File: src/rtl/tia_multiphase_clock.sv
// -----------------------------------------------------------------------------
// tia_multiphase_clock
//   Generates PHASES non-overlapping phase clocks from the master clk. Each
//   phase is preceded by GAP_CYCLES all-inactive cycles and is then active for
//   HIGH_CYCLES cycles. Phases run in order 0..PHASES-1 and then wrap.
//
// Ports:
//   clk          master clock; all state changes happen on posedge
//   rsynl        asynchronous active-low reset
//   rsyn         synchronous resync, active high; has priority over hold
//   hold         freezes sequencing while high (frame_start forced low)
//   phi          phase clocks; bit k is active during phase k
//   phase_idx    index of the current or upcoming phase
//   frame_start  one-cycle pulse on the first active cycle of phi[0]
//   running      set when phi[0] is first produced after reset/resync
//
// Build option:
//   TIA_MULTIPHASE_TRISTATE_EN - inactive phi bits drive z and active bits
//   drive 1, as on the legacy biphase outputs. Otherwise phi is a plain
//   registered 0/1 vector. Timing is identical in both builds.
// -----------------------------------------------------------------------------
module tia_multiphase_clock #(
    parameter int PHASES      = 2,
    parameter int HIGH_CYCLES = 1,
    parameter int GAP_CYCLES  = 1,
    parameter int CNT_W       = 4,
    parameter int IDX_W       = 1
) (
    input  logic              clk,
    input  logic              rsynl,
    input  logic              rsyn,
    input  logic              hold,
    output logic [PHASES-1:0] phi,
    output logic [IDX_W-1:0]  phase_idx,
    output logic              frame_start,
    output logic              running
);

    localparam int MAX_CYC = (HIGH_CYCLES > GAP_CYCLES) ? HIGH_CYCLES : GAP_CYCLES;

    // Parameter legality, caught at elaboration.
    generate
        if (PHASES < 2) begin : g_bad_phases
            $error("tia_multiphase_clock: PHASES must be >= 2");
        end
        if (HIGH_CYCLES < 1) begin : g_bad_high
            $error("tia_multiphase_clock: HIGH_CYCLES must be >= 1");
        end
        if (GAP_CYCLES < 1) begin : g_bad_gap
            $error("tia_multiphase_clock: GAP_CYCLES must be >= 1");
        end
        if (CNT_W < 1 || CNT_W > 30 || (MAX_CYC - 1) >= (1 << CNT_W)) begin : g_bad_cnt_w
            $error("tia_multiphase_clock: CNT_W too narrow for max(HIGH_CYCLES,GAP_CYCLES)-1");
        end
        if (IDX_W < 1 || IDX_W > 30 || (PHASES - 1) >= (1 << IDX_W)) begin : g_bad_idx_w
            $error("tia_multiphase_clock: IDX_W too narrow for PHASES-1");
        end
    endgenerate

    localparam logic [CNT_W-1:0] GAP_LAST  = CNT_W'(GAP_CYCLES - 1);
    localparam logic [CNT_W-1:0] HIGH_LAST = CNT_W'(HIGH_CYCLES - 1);
    localparam logic [IDX_W-1:0] IDX_LAST  = IDX_W'(PHASES - 1);

    typedef enum logic {
        S_GAP  = 1'b0,
        S_HIGH = 1'b1
    } state_t;

    state_t             state;
    logic [CNT_W-1:0]   count;
    logic [IDX_W-1:0]   idx;
    logic [PHASES-1:0]  phi_q;   // per-bit active flag (tristate enable in that build)

    always_ff @(posedge clk or negedge rsynl) begin
        if (!rsynl) begin
            state       <= S_GAP;
            count       <= '0;
            idx         <= '0;
            phi_q       <= '0;
            frame_start <= 1'b0;
            running     <= 1'b0;
        end else if (rsyn) begin
            state       <= S_GAP;
            count       <= '0;
            idx         <= '0;
            phi_q       <= '0;
            frame_start <= 1'b0;
            running     <= 1'b0;
        end else if (hold) begin
            // Everything freezes, including an active phase; only the
            // frame strobe is dropped so it never stretches.
            frame_start <= 1'b0;
        end else begin
            frame_start <= 1'b0;
            case (state)
                S_GAP: begin
                    if (count == GAP_LAST) begin
                        state <= S_HIGH;
                        count <= '0;
                        phi_q <= PHASES'(1) << idx;
                        if (idx == '0) begin
                            frame_start <= 1'b1;
                            running     <= 1'b1;
                        end
                    end else begin
                        count <= count + 1'b1;
                    end
                end
                S_HIGH: begin
                    if (count == HIGH_LAST) begin
                        state <= S_GAP;
                        count <= '0;
                        phi_q <= '0;
                        idx   <= (idx == IDX_LAST) ? '0 : idx + 1'b1;
                    end else begin
                        count <= count + 1'b1;
                    end
                end
                default: begin
                    state <= S_GAP;
                    count <= '0;
                    phi_q <= '0;
                end
            endcase
        end
    end

    assign phase_idx = idx;

`ifdef TIA_MULTIPHASE_TRISTATE_EN
    generate
        for (genvar k = 0; k < PHASES; k++) begin : g_phi_tri
            assign phi[k] = phi_q[k] ? 1'b1 : 1'bz;
        end
    endgenerate
`else
    assign phi = phi_q;
`endif

endmodule

File: config.mk
export PLATFORM = sky130hd
export DESIGN_NAME = tia_multiphase_clock
export DESIGN_NICKNAME = d
export VERILOG_FILES = /design/src/rtl/tia_multiphase_clock.sv
export SDC_FILE = /design/constraint.sdc
export NUM_CORES = 1
export LEC_CHECK = 0
export CORE_AREA = 5 5 42 44
export CTS_CLUSTER_SIZE = 40
export DETAILED_ROUTE_END_ITERATION = 8
export DIE_AREA = 0 0 47 49
export GPL_TIMING_DRIVEN = 0
export PLACE_DENSITY = 0.59
export SLEW_MARGIN = 30
export SYNTH_ARGS = -nofsm -noshare
export SYNTH_HDL_FRONTEND = slang
export SYNTH_SLANG_ARGS = --single-unit
export TNS_END_PERCENT = 30
File: constraint.sdc
create_clock -name clk -period 3.9 [get_ports clk]
set_clock_uncertainty 0.15 [all_clocks]
set_input_delay 0.585 -clock clk [delete_from_list [all_inputs] [get_ports clk]]
set_output_delay 0.585 -clock clk [all_outputs]
set_load 0.02 [all_outputs]
==> impl_metrics.tcl <==
set metrics [dict create \
    yosys.area_share.simple_pct 22.2 \
    slew_headroom_pct 68.9 \
    cts_buffers 3 \
    overflow 0 \
    grt_pass1_vias 313 \
    final_common_cell "dfrtp_1" \
    yosys_warnings 0 \
    powerDensity_nw_per_um2 384 \
    nets 65 \
    seqCellArea_um2 250 \
    end_kind "register" \
    final_cells 74 \
    ir_drop_mv 0.214 \
    hpwl_um 603 \
    core-area_um2 1400 \
    critPathBufInv 1 \
    vias 355 \
    clock-root-buffer "clkbuf_4" \
    synth-seq-cells 10 \
    clk_latency_ns 0.27 \
    fill_cells 145 \
    ys_seq_area_share_pct 51.7 \
    rsz0062_at_grt "no" \
    critical_path_arrival_ns 2.19 \
    diodes 0 \
    first_pass_iters 3 \
    vias_per_cell 4.80 \
    min_path_type "reg2reg" \
    path_delay_family "simple AND/OR/NAND/NOR gates" \
    muxShareOfSynthArea_pct 2.07 \
    drive_above_1_share_pct 17.2 \
    min_period_ns 2.14 \
    timing.hold.ws_ns 0.367 \
    syn-num-nets 53 \
    grt_max_degree 11 \
    syn_area_um2 484 \
    synthAdderAreaFrac_pct 5.17 \
    synthXorXnorAreaFrac_pct 1.81 \
    crit_required_ns 3.95 \
    fin_util_pct 43.6 \
    dieArea_um2 2300 \
    drv_cap 0 \
    rows 14 \
    min_from "running" \
    crit_start "hold" \
    clock_sinks 10 \
    tightest_slew_ns 0.465 \
    path_class "in2reg" \
    cpPeakStageDelay_ns 0.57 \
    cts_resized 0 \
    synth_compound_area_share_pct 11.6 \
    place_congestion 0.676 \
    cts_buffer_depth 2 \
    cp_slowest_cell "or4b_4" \
    p_leak_nw 0.262 \
    finalSetupViolations 0 \
    crit_chain "clkdlybuf4s50_1, or4b_4, or3_4, a21oi_2" \
    drc 0 \
    first_iter_violations 4 \
    portBuffers 7 \
    start_util_pct 34.6 \
    multi_input_area_um2 208 \
    placedCellCount 70 \
    slew_viol_final 0 \
    h-tree-depth 1 \
    hold_viol_final 0 \
    synthDistinctLibCells 21 \
    die_w_um 47 \
    grt_first_pass_wirelength_mm 1.41 \
    synth_top_family_by_area "simple AND/OR/NAND/NOR gates" \
    io_pins 9 \
    grt_util_all_layers_pct 8.67 \
    outcome "completed" \
    r2r_start "count[0]" \
    crit_path_start_kind "primary input" \
    syn2layout_area_growth_pct 26.1 \
    post_cts_buffers 0 \
    avgSynthCellArea_um2 10.3 \
    antenna_found_initial 0 \
    cts_tree "done" \
    final_cell_mix "dfrtp_1 (10), clkdlybuf4s50_1 (7), nand2_1 (6)" \
    wl_per_cell_um 11.5 \
    fin_crit_sh_pct 54.9 \
    tns_ns 0 \
    worstPathMaxFanout 7 \
    cts_hold_buffers 0 \
    die_h_um 49 \
    maxClockFrequency_mhz 467 \
    postRouteAntennaNets 0 \
    synthCells 47 \
    drt-total-wl_um 850 \
    cts.reportedPaths.clkPinSlew_ns 0.07 \
]
## worst register-to-register path, cell delays in order (launching register included)
cell,delay (ns)
dfrtp_1,0.42
inv_1,0.07
ha_1,0.17
or4b_4,0.51
or3_4,0.37
a21oi_2,0.14
## synth_stat cells
cell type | number | area share [%]
nand3_1 | 1 | 1.0
or3_1 | 1 | 1.3
inv_1 | 5 | 3.9
nand4b_1 | 1 | 1.8
or4b_4 | 1 | 2.8
mux2i_1 | 1 | 2.1
dfrtp_1 | 10 | 52
buf_4 | 1 | 1.6
xor2_1 | 1 | 1.8
nor4b_1 | 1 | 1.8
or3_4 | 1 | 2.3
nand2_1 | 6 | 4.7
a211o_1 | 1 | 1.8
a21oi_2 | 2 | 3.6
nand2b_1 | 1 | 1.3
o21ai_0 | 1 | 1.0
a21oi_1 | 5 | 5.2
or3_2 | 1 | 1.6
nor2_1 | 3 | 2.3
nor2b_1 | 1 | 1.3
ha_1 | 2 | 5.2
## power by group
group,leakage (nW),internal (mW),switching [mW]
registers,0.136,0.108,0.00254
clock network,0.0210,0.0567,0.0386
logic,0.106,0.0136,0.0155
total,0.262,0.178,0.0566
## layout make-up
type | instances | share of cell area, %
flip-flops and latches | 10 | 41.0
clock buffers | 4 | 5.94
inverters | 5 | 3.07
repair buffers | 7 | 11.5
well taps | 16 | 3.28
multi-input cells | 31 | 34.0
plain buffers | 1 | 1.23
## through the flow
step | power, mW | instance area, µm² | setup WS (ns)
after floorplan | 0.128 | 484 | 2.11
after global placement | 0.142 | 574 | 1.51
after detailed placement | 0.142 | 574 | 1.49
after CTS | 0.239 | 611 | 1.78
after global routing | 0.247 | 611 | 1.72
final | 0.235 | 611 | 1.76
## metal layers
metal	GRT usage [%]	wire [µm]	vias up
met2	11.3	370	11
met1	11.5	411	160
li1	-	-	182
met3	5.54	59	2
met5	0	0	-
met4	2.76	8	0
## final timing paths
check | slack (ns) | depth (start not counted) | endpoint
setup / recovery | 1.76 | 4 | running
hold reg to reg | 0.37 | 2 | running
min in group asynchronous | 0.48 | 1 | state
setup reg to reg | 2.01 | 5 | running
hold / removal | 0.37 | 2 | running
max in group asynchronous | 2.80 | 1 | phase_idx
## kinds of logic after synthesis
logic type / after synthesis
and+or+nand+nor: 18
xor gates and xnor gates: 1
muxes: 1
adders and majority gates: 2
AOI/OAI and AO/OA: 9
DFF: 10
buffers and inverters: 6
## registers in the layout, summed over array words and instances, names as in the netlist
register     count
count            4
frame_start      1
phase_idx        1
phi              2
running          1
state            1
No activity file was read; power rests on OpenSTA's default activity.
